===== src/rtl/div_pkg.sv =====
// Shared types and defaults for the restoring divider and its display wiring.
package div_pkg;

   typedef enum logic [1:0] {
      IDLE = 2'd0,
      RUN  = 2'd1,
      DONE = 2'd2
   } div_state_t;

   // Operand width used by the top level and the seven-segment display path.
   localparam int DIV_WIDTH = 16;

endpackage : div_pkg


===== src/rtl/restoring_div_step.sv =====
// One restoring-division iteration: shift the partial remainder left by one
// dividend bit, trial-subtract the divisor, and restore if the result went
// negative. The new quotient bit enters the bottom of Q.
module restoring_div_step #(
   parameter int WIDTH = 16
) (
   input  logic [WIDTH:0]   a_i,
   input  logic [WIDTH-1:0] q_i,
   input  logic [WIDTH-1:0] m_i,
   output logic [WIDTH:0]   a_o,
   output logic [WIDTH-1:0] q_o
);

   logic [WIDTH:0] a_shift;
   logic [WIDTH:0] trial;

   // The partial remainder is always below the divisor after a step, so the
   // MSB of A is zero on entry and is simply shifted out.
   logic a_msb_unused;
   assign a_msb_unused = a_i[WIDTH];

   // Shift, trial subtract, then keep or restore.
   always_comb begin
      a_shift = {a_i[WIDTH-1:0], q_i[WIDTH-1]};
      trial   = a_shift - {1'b0, m_i};
      if (trial[WIDTH]) begin
         a_o = a_shift;
         q_o = {q_i[WIDTH-2:0], 1'b0};
      end else begin
         a_o = trial;
         q_o = {q_i[WIDTH-2:0], 1'b1};
      end
   end

endmodule : restoring_div_step


===== src/rtl/restoring_div_ctrl.sv =====
// Iterative unsigned restoring divider with its own IDLE/RUN/DONE sequencer.
// One step per clock in RUN; results are held for the display until the next
// completion, and done pulses for the single cycle spent in DONE.
module restoring_div_ctrl
   import div_pkg::*;
#(
   parameter int WIDTH = DIV_WIDTH
) (
   input  logic             clk,
   input  logic             rst,
   input  logic             start,
   input  logic [WIDTH-1:0] dividend,
   input  logic [WIDTH-1:0] divisor,
   output logic             busy,
   output logic             done,
   output logic [WIDTH-1:0] quotient,
   output logic [WIDTH-1:0] remainder,
   output logic             div_by_zero
);

   localparam int             CNT_W    = $clog2(WIDTH);
   localparam logic [CNT_W-1:0] CNT_LAST = CNT_W'(WIDTH - 1);

   div_state_t       state_q, state_d;
   logic [WIDTH:0]   a_q, a_d;
   logic [WIDTH-1:0] q_q, q_d;
   logic [WIDTH-1:0] m_q, m_d;
   logic [CNT_W-1:0] cnt_q, cnt_d;
   logic [WIDTH-1:0] quotient_q, quotient_d;
   logic [WIDTH-1:0] remainder_q, remainder_d;
   logic             dbz_q, dbz_d;

   logic [WIDTH:0]   a_step;
   logic [WIDTH-1:0] q_step;

   restoring_div_step #(
      .WIDTH (WIDTH)
   ) u_step (
      .a_i (a_q),
      .q_i (q_q),
      .m_i (m_q),
      .a_o (a_step),
      .q_o (q_step)
   );

   // Sequencer: operand capture, iteration, and result write-back.
   always_comb begin
      state_d     = state_q;
      a_d         = a_q;
      q_d         = q_q;
      m_d         = m_q;
      cnt_d       = cnt_q;
      quotient_d  = quotient_q;
      remainder_d = remainder_q;
      dbz_d       = dbz_q;

      case (state_q)
         IDLE: begin
            if (start) begin
               a_d   = '0;
               q_d   = dividend;
               m_d   = divisor;
               cnt_d = '0;
               if (divisor == '0) begin
                  // No iterations: report all-ones quotient and pass the
                  // dividend through as the remainder.
                  quotient_d  = '1;
                  remainder_d = dividend;
                  dbz_d       = 1'b1;
                  state_d     = DONE;
               end else begin
                  state_d = RUN;
               end
            end
         end
         RUN: begin
            a_d = a_step;
            q_d = q_step;
            if (cnt_q == CNT_LAST) begin
               quotient_d  = q_step;
               remainder_d = a_step[WIDTH-1:0];
               dbz_d       = 1'b0;
               state_d     = DONE;
            end else begin
               cnt_d = cnt_q + 1'b1;
            end
         end
         DONE: begin
            state_d = IDLE;
         end
         default: begin
            state_d = IDLE;
         end
      endcase
   end

   // State and datapath registers; reset abandons any division in flight.
   always_ff @(posedge clk) begin
      if (rst) begin
         state_q     <= IDLE;
         a_q         <= '0;
         q_q         <= '0;
         m_q         <= '0;
         cnt_q       <= '0;
         quotient_q  <= '0;
         remainder_q <= '0;
         dbz_q       <= 1'b0;
      end else begin
         state_q     <= state_d;
         a_q         <= a_d;
         q_q         <= q_d;
         m_q         <= m_d;
         cnt_q       <= cnt_d;
         quotient_q  <= quotient_d;
         remainder_q <= remainder_d;
         dbz_q       <= dbz_d;
      end
   end

   assign busy        = (state_q == RUN);
   assign done        = (state_q == DONE);
   assign quotient    = quotient_q;
   assign remainder   = remainder_q;
   assign div_by_zero = dbz_q;

endmodule : restoring_div_ctrl

===== config.mk =====
export PLATFORM = sky130hd
export DESIGN_NAME = restoring_div_ctrl
export DESIGN_NICKNAME = d
export VERILOG_FILES = /design/src/rtl/div_pkg.sv /design/src/rtl/restoring_div_step.sv /design/src/rtl/restoring_div_ctrl.sv
export SDC_FILE = /design/constraint.sdc
export NUM_CORES = 1
export LEC_CHECK = 0
export ABC_AREA = 0
export CAP_MARGIN = 20
export CORE_ASPECT_RATIO = 2
export CORE_MARGIN = 1
export CORE_UTILIZATION = 54
export CTS_CLUSTER_SIZE = 25
export DETAILED_ROUTE_END_ITERATION = 7
export PLACE_DENSITY = 0.91
export SETUP_SLACK_MARGIN = 0.05
export SYNTH_ARGS = -nofsm -noshare
export SYNTH_HDL_FRONTEND = slang
export SYNTH_SLANG_ARGS = --single-unit

===== constraint.sdc =====
create_clock -name clk -period 3.28 [get_ports clk]
set_clock_uncertainty 0.05 [all_clocks]
set_input_delay 0.328 -clock clk [delete_from_list [all_inputs] [get_ports clk]]
set_output_delay 0.328 -clock clk [all_outputs]
set_load 0.1 [all_outputs]

==> run summary, run 1 <==
The run finished with clean final reports. Of all nets on the critical path, the largest fanout is 16. The clock slew at the register clock pins of the worst setup and hold paths came out at 0.06 ns. Setup violations remaining at the end of the flow were counted as 0. The Yosys step of the flow raised 0 warnings.

The kind of critical path is reg -> reg. Net switching is 37.6% of the power. The number of buffers added on ports was 69. The longest clock path from root to sink contains 2 buffers.

The class of the tightest hold or removal check was reg -> reg. Fraction of final layout cells sized beyond drive strength 1: 6.31%. The worst max-slew margin expressed relative to the limit was 33.3%.

The count of nets left with antenna violations once routing finished came out at 0. The DRC violation count after routing is 0, and the minimum period implied by the final worst setup slack is 3.03 ns. Mean routed wirelength per cell: 16.6 microns. Summing all multi-input logic gate instances after layout gives 2520 sq um. Ranked by instance count, the synthesized netlist is headed by nand2_1, dfxtp_1, nor2_1, a21oi_1, nor3_1.

The biggest area contributor in the post-synthesis netlist is dfxtp_1. After the first detailed-routing iteration, the DRC count stood at 439. The starting density of the core was 56.3%; the total internal power was 2.42 mW. TritonCTS built the clock tree.

For the I/O pin count, the log shows 70. The logic depth of the worst register-to-register path was 11. Post-route clock period utilization: 92.4%. The tools report the first-pass detailed-route iteration total as 8. The endpoint identified for the worst register-to-register timing path is a_q[3]. For this run the aggregate overflow at the end of global routing stands at 0.

Per report_power, the sequential group accounts for 31.5% of the total. Summing all flip-flop and latch instances after layout gives 1740 sq um. A synthesized cell averages 8.00 sq um. Counting every net in the synthesized netlist gives 616. After synthesis the netlist holds a flip-flop and latch count of 87.

The first-pass GRT wire length was 19,200 microns. The initialized floorplan defines 46 standard-cell rows. For the pin with the worst max-slew slack, the measured transition is 0.997 ns. Summed over all nets, the half-perimeter wirelength after detailed placement is 8560 microns.

Across the run, the number of max-cap violations was 0. From left edge to right edge, the die measures 66.6 microns. The cell count after synthesis came out at 563. The tree is rooted in a clkbuf_16.

For the layout filler cell count, the log shows 631. For the maximum number of pins on one net before global-route repair, the log shows 48. STA classifies the critical path startpoint as a flip-flop. STA classifies the critical path endpoint as a flip-flop. The area overhead of the layout relative to synthesis came out at 23.2%.

Setup slack of the most critical reg-to-reg path: 0.25 ns. Top achievable clock speed: 0.330 GHz. The ratio of total power to cell area works out to 700 nW/um^2.

The vertical extent of the die was 131 microns. The number of enable flip-flop cells after synthesis was 0; the cell area after technology mapping was 4510 sq um. In this run the static leakage power is 2.10 nW.

For the maximum vdd ir drop, the log shows 0.315 mV. The run gives 0.406 ns as the final hold slack. The logs give 8000 sq um for the core box area and 38.7% for the part of the Yosys area used for sequential elements. Setup repair after global routing left no endpoint under its margin. In this run, the combinational gates consume 39.2% of the power.

By area the synthesized netlist is led by dfxtp_1, nand2_1, a21oi_1. nand2_1 is the most common cell in the netlist. The detailed router placed 4,332 vias in this run. The most used flip-flop cell after synthesis is dfxtp_1.

The tools report the post-CTS setup repair buffer count as 0. The count of nets after finishing is 666, and the number of pins exceeding their max-slew limit in the final report is 0. At the later pin of the worst-skew pair, clock insertion delay measures 0.35 ns.

Global routing used 28.5% of the available tracks across all layers. The critical path starts at q_q[15]. Antenna diode count: 0. The net switching power of the design is 1.46 mW, and the distinct cell type count of the synthesized netlist is 61. The proportion of netlist area held by the largest area contributor is 38.7%. The logs give 0 ns for the sum of negative setup slack and 0 for the hold violation total from the final report. The run gives 3 as the H-tree depth. The number of hold buffers added after CTS is 0. TritonCTS created 9 clock buffers. The run gives 8740 sq um as the area of the die.

For the worst path required time, the log shows 3.43 ns. After detailed routing, the number of vias per cell comes to 6.07. In this run the critical register-to-register path is launched from q_q[15]. After detailed routing, the total wire length is 11,900 microns. Counting flops with an async set or reset pin after synthesis yields a share of 0%.

The clock drives 87 sinks. Data on the critical path arrives at its endpoint at 3.18 ns. Routability-driven placement finished with a final weighted congestion of 0.943. The number of antenna violations at the first check in global routing is 0. The most critical setup path has its endpoint at a_q[3]. Per report_power, the clock group accounts for 29.3% of the total.

After clock tree synthesis, the repair step resized 0 gates. For the via count of the first global-routing pass, the log shows 4,270. The worst hold path cell count was 2.
[how the worst min path moves through the flow]
stage / endpoint / start
3_3_place_gp: m_q[8] / m_q[8]
4_1_cts: m_q[8] / m_q[8]
2_1_floorplan: m_q[10] / m_q[10]
6_report: m_q[8] / m_q[8]
5_1_grt: m_q[11] / m_q[11]
3_5_place_dp: m_q[8] / m_q[8]
[power by group through the flow]
| stage | sequential [mW] | clock [mW] | combinational (mW) |
|---|---|---|---|
| after floorplan | 1.42 | 0 | 1.04 |
| final | 1.22 | 1.14 | 1.52 |
| after CTS | 1.22 | 1.14 | 1.50 |
| after global routing | 1.23 | 1.19 | 1.63 |
| after detailed placement | 1.24 | 0 | 1.49 |
| after global placement | 1.24 | 0 | 1.44 |
[per-layer routing]
metal	track usage, %	wire length (microns)	vias up
met5	0	0	-
met4	17.6	628	0
met3	6.42	588	55
met2	49.9	6380	188
met1	29.0	4260	2007
li1	-	-	2082
[worst max-delay path, cell delays in order (launching register included)]
cell,delay [ns]
dfxtp_1,0.32
inv_1,0.06
ha_1,0.18
inv_1,0.09
fa_1,0.45
a211oi_1,0.32
o211ai_1,0.20
a22o_2,0.28
o211ai_4,0.42
nor2_1,0.09
a21oi_1,0.26
o21ai_0,0.16
[cell families after synthesis]
family	share of synthesized area (%)
multiplexers	2.11
XOR/XNOR	2.92
AO/OA/AOI/OAI	22.0
adder cells (fa/ha/maj)	5.17
flip-flops	38.7
AND/OR/NAND/NOR	23.6
buffers and inverters	5.55
[cell usage in the layout (no fill, tap or decap), types with 9 or more instances in the layout]
cell,count
nor3_1,37
o21ai_0,25
ha_1,17
xor2_1,10
nand2_1,88
a211oi_1,14
a311oi_1,10
dfxtp_1,87
inv_1,20
clkdlybuf4s50_1,66
nor2_1,59
clkbuf_16,9
a21oi_1,48
[stage by stage]
stage	total power, mW	utilization, %	setup slack [ns]	area, sq um	instances
floorplan	2.46	-	0.723	4510	563
global placement	2.68	65.2	0.497	5220	698
detailed placement	2.73	65.2	0.390	5220	698
CTS	3.86	69.4	0.282	5550	714
global route	4.05	69.4	0.0990	5550	714
finish	3.88	69.4	0.249	5550	714
[layout make-up]
type,count,area share (%)
multi-input combinational,420,45.3
sequential,87,31.4
timing repair buffer,75,13.8
clock buffer,12,4.62
tap,96,2.16
clock inverter,4,1.40
inverter,20,1.35
[registers in the layout, summed over array words and instances, names as in the netlist]
register	flops
a_q	16
quotient	16
div_by_zero	1
state_q	2
cnt_q	4
remainder	16
m_q	16
q_q	16
Power figures use the tool's default switching activity.
==> inputs of run 2 (changes only) <==
Settings changed: CORE_UTILIZATION 54 to 40, PLACE_DENSITY 0.91 to 0.73.
==> run 2 against run 1 <==
Net effect:
- worst hold slack improved by 0.0026 ns
- sequential power barely moved
- cell count rose by 6.7%
- via count fell by 3.3%
- critical path type unchanged
- sequential cell count did not move
- worst setup slack improved by 0.14 ns
- register-to-register slack improved by 0.14 ns
- wire length rose by 1.8%
- critical path depth did not move
==> run summary, run 2 (same netlist as run 1, synthesis figures left out) <==
Cell occurring most often along the worst timing path: inv_1 (unchanged). The max-capacitance violation count was 0 (unchanged). Startpoint of the worst hold path: m_q[11] (was m_q[8]).

The total vias in the final route is 4,187 (was 4,332), and the mean routed wirelength per cell is 15.8 microns (was 16.6 microns). The run gives 54 (was 46) as the floorplan row count. The antenna diode count is 0 (unchanged).

The tools report the first-pass GRT wire length as 19,400 microns (was 19,200 microns). The number of buffers added on ports came out at 69 (unchanged). The kind of critical path was reg -> reg (unchanged). Sequence of cells on the critical path: inv_1 > ha_1 > inv_1 > fa_1 > a211oi_1 > o211ai_1 > a22o_2 > o211ai_4 > or2b_1 > o31ai_1 > o21ai_0 (was inv_1 > ha_1 > inv_1 > fa_1 > a211oi_1 > o211ai_1 > a22o_2 > o211ai_4 > nor2_1 > a21oi_1 > o21ai_0). The top achievable clock speed was 0.346 GHz (was 0.330 GHz).

The launching element type of the critical path is a flip-flop (unchanged). The arrival time at the worst endpoint came out at 3.04 ns (was 3.18 ns). The run gives 10,900 sq um (was 8000 sq um) as the core box area. The worst path required time was 3.43 ns (about the same).

The area of the die is 11,700 sq um (was 8740 sq um). The first-pass detailed-route iteration total was 5 (was 8). The commonest non-fill, non-tap cell in the layout is nand2_1 (unchanged).

The width of the die is 77.0 microns (was 66.6 microns). The setup slack of the most critical reg-to-reg path is 0.39 ns (was 0.25 ns). The detailed-route vias per instance is 5.49 (was 6.07), and the number of pins exceeding their max-slew limit in the final report is 0 (unchanged).

For the worst max-slew margin expressed relative to the limit, the log shows 31.7% (was 33.3%). The logic depth of the worst register-to-register path works out to 11 (unchanged). The tools report the final global-route overflow total as 0 (unchanged). TritonCTS built the clock tree. For the post-CTS setup repair buffer count, the log shows 0 (unchanged). The ratio of total power to cell area is 675 nW/um^2 (was 700 nW/um^2). The number of cells upsized or downsized after cts came out at 0 (unchanged).

The run gives 0.398 ns (was 0.390 ns) as the minimum setup slack after placement. The logs give 70 (unchanged) for the I/O pin count and 2.10 nW (about the same) for the leakage power figure. The flow ran to the end, and the final reports show no timing, DRC or antenna violations.

The post-detailed-placement half-perimeter wirelength was 9190 microns (was 8560 microns); the delay of the slowest cell on the worst path was 0.44 ns (was 0.45 ns). The class of the tightest hold or removal check was reg -> reg (unchanged). The tools report the finished layout cell area as 5590 sq um (was 5550 sq um). Standard cell with the maximum stage delay on the critical path: o211ai_4 (was fa_1).

The H-tree depth came out at 3 (unchanged). Overall fraction of global-route tracks in use: 21.1% (was 28.5%). Number of hold buffers added after CTS: 0 (unchanged). The end point of the worst hold path was m_q[11] (was m_q[8]).

Setup repair after global routing left no endpoint under its margin. The instance area after placement came out at 5290 sq um (was 5220 sq um). The overall power after layout is 3.77 mW (was 3.88 mW). The maximum fanout encountered on the critical timing path works out to 16 (unchanged). For the maximum number of pins on one net before global-route repair, the log shows 43 (was 48).

The fraction of final layout cells sized beyond drive strength 1 came out at 6.75% (was 6.31%). The number of buffers and inverters on the critical path was 2 (unchanged); the clock slew at the register clock pins of the worst setup and hold paths was 0.06 ns (about the same). The count of nets after finishing was 670 (was 666). For the remaining antenna violation count, the log shows 0 (unchanged).

The hold violation total from the final report is 0 (unchanged). The DRC violation count after routing is 0 (unchanged). The tools report the via count of the first global-routing pass as 3,914 (was 4,270).

The worst reg2reg path endpoint was a_q[14] (was a_q[3]). Worst hold path cell count: 2 (unchanged). The number of antenna violations at the first check in global routing was 0 (unchanged); the worst-margin pin slew was 1.02 ns (was 0.997 ns). Most frequent cells in the layout: nand2_1, dfxtp_1, clkdlybuf4s50_1, nor2_1, a21oi_1 (unchanged).

The post-route clock period utilization was 88.2% (was 92.4%). The area overhead of the layout relative to synthesis was 24.0% (was 23.2%); the sum of negative setup slack was 0 ns (unchanged). The critical path's top delay family is compound AO/OA/AOI/OAI gates (unchanged).

The minimum period implied by the final worst setup slack is 2.89 ns (was 3.03 ns). Maximum buffer depth of the clock tree: 2 (unchanged). The tools report the startpoint of the worst-slack reg-to-reg timing path as q_q[15] (unchanged). The aggregate routed wire length was 12,100 microns (was 11,900 microns); the maximum vdd ir drop was 0.304 mV (was 0.315 mV). The run gives 87 (unchanged) as the number of sinks on the clock net. The sort of element at the end of the critical path was a flip-flop (unchanged). Worst-skew pair later-pin latency: 0.34 ns (was 0.35 ns). The number of clock buffers inserted by TritonCTS is 9 (unchanged), and the final weighted congestion in routability-driven placement is 0.882 (was 0.943). The tools report the starting density of the core as 41.2% (was 56.3%). Worst-case setup margin in the final layout: 0.387 ns (was 0.249 ns). The run gives 0 (unchanged) as the number of endpoints failing setup at the final stage. The vertical extent of the die was 152 microns (was 131 microns). The clock root buffer is clkbuf_16 (unchanged). Starting DRC count in detailed routing: 200 (was 439).
run 2: worst max-delay path by stage:
stage / depth (start not counted) / slack (ns) / endpoint / startpoint
after floorplan: 12 / 0.72 / remainder[6] / q_q[15]
after global placement: 11 / 0.43 / remainder[14] / q_q[15]
after detailed placement: 11 / 0.40 / a_q[14] / q_q[15]
after CTS: 11 / 0.38 / a_q[14] / q_q[15]
after global routing: 10 / 0.09 / remainder[3] / q_q[15]
final: 11 / 0.39 / a_q[14] / q_q[15]
run 2: routing by layer:
metal  up-vias  routed length [microns]  global-route usage (%)
met5         -                        0                       0
met4         0                      354                    10.3
met3        24                      426                    3.30
met2       114                     6790                    39.6
met1      1956                     4500                    22.1
li1       2093                        -                       -
run 2: through the flow:
step	cells	utilization [%]	hold slack (ns)
finish	762	51.1	0.408
global route	762	51.1	0.433
CTS	762	51.1	0.410
detailed placement	746	48.3	0.401
global placement	746	48.3	0.394
floorplan	563	-	0.386
run 2: cell type report:
| class | count | area, sq um |
|---|---|---|
| Clock buffer | 12 | 246 |
| Clock inverter | 4 | 52.6 |
| Fill cell | 1078 | 5360 |
| Inverter | 20 | 75.1 |
| Multi-Input combinational cell | 420 | 2520 |
| Sequential cell | 87 | 1740 |
| Tap cell | 140 | 175 |
| Timing Repair Buffer | 79 | 781 |
run 2: power by group:
part / internal, mW / switching (mW) / total [mW]
clock: 0.614 / 0.420 / 1.03
combinational: 0.563 / 0.954 / 1.52
sequential: 1.15 / 0.0711 / 1.22
total: 2.33 / 1.45 / 3.77
run 2: tightest hold or removal path: stages (launching register included):
cell	delay [ns]
dfxtp_1	0.31
nand2_1	0.05
a21oi_1	0.05
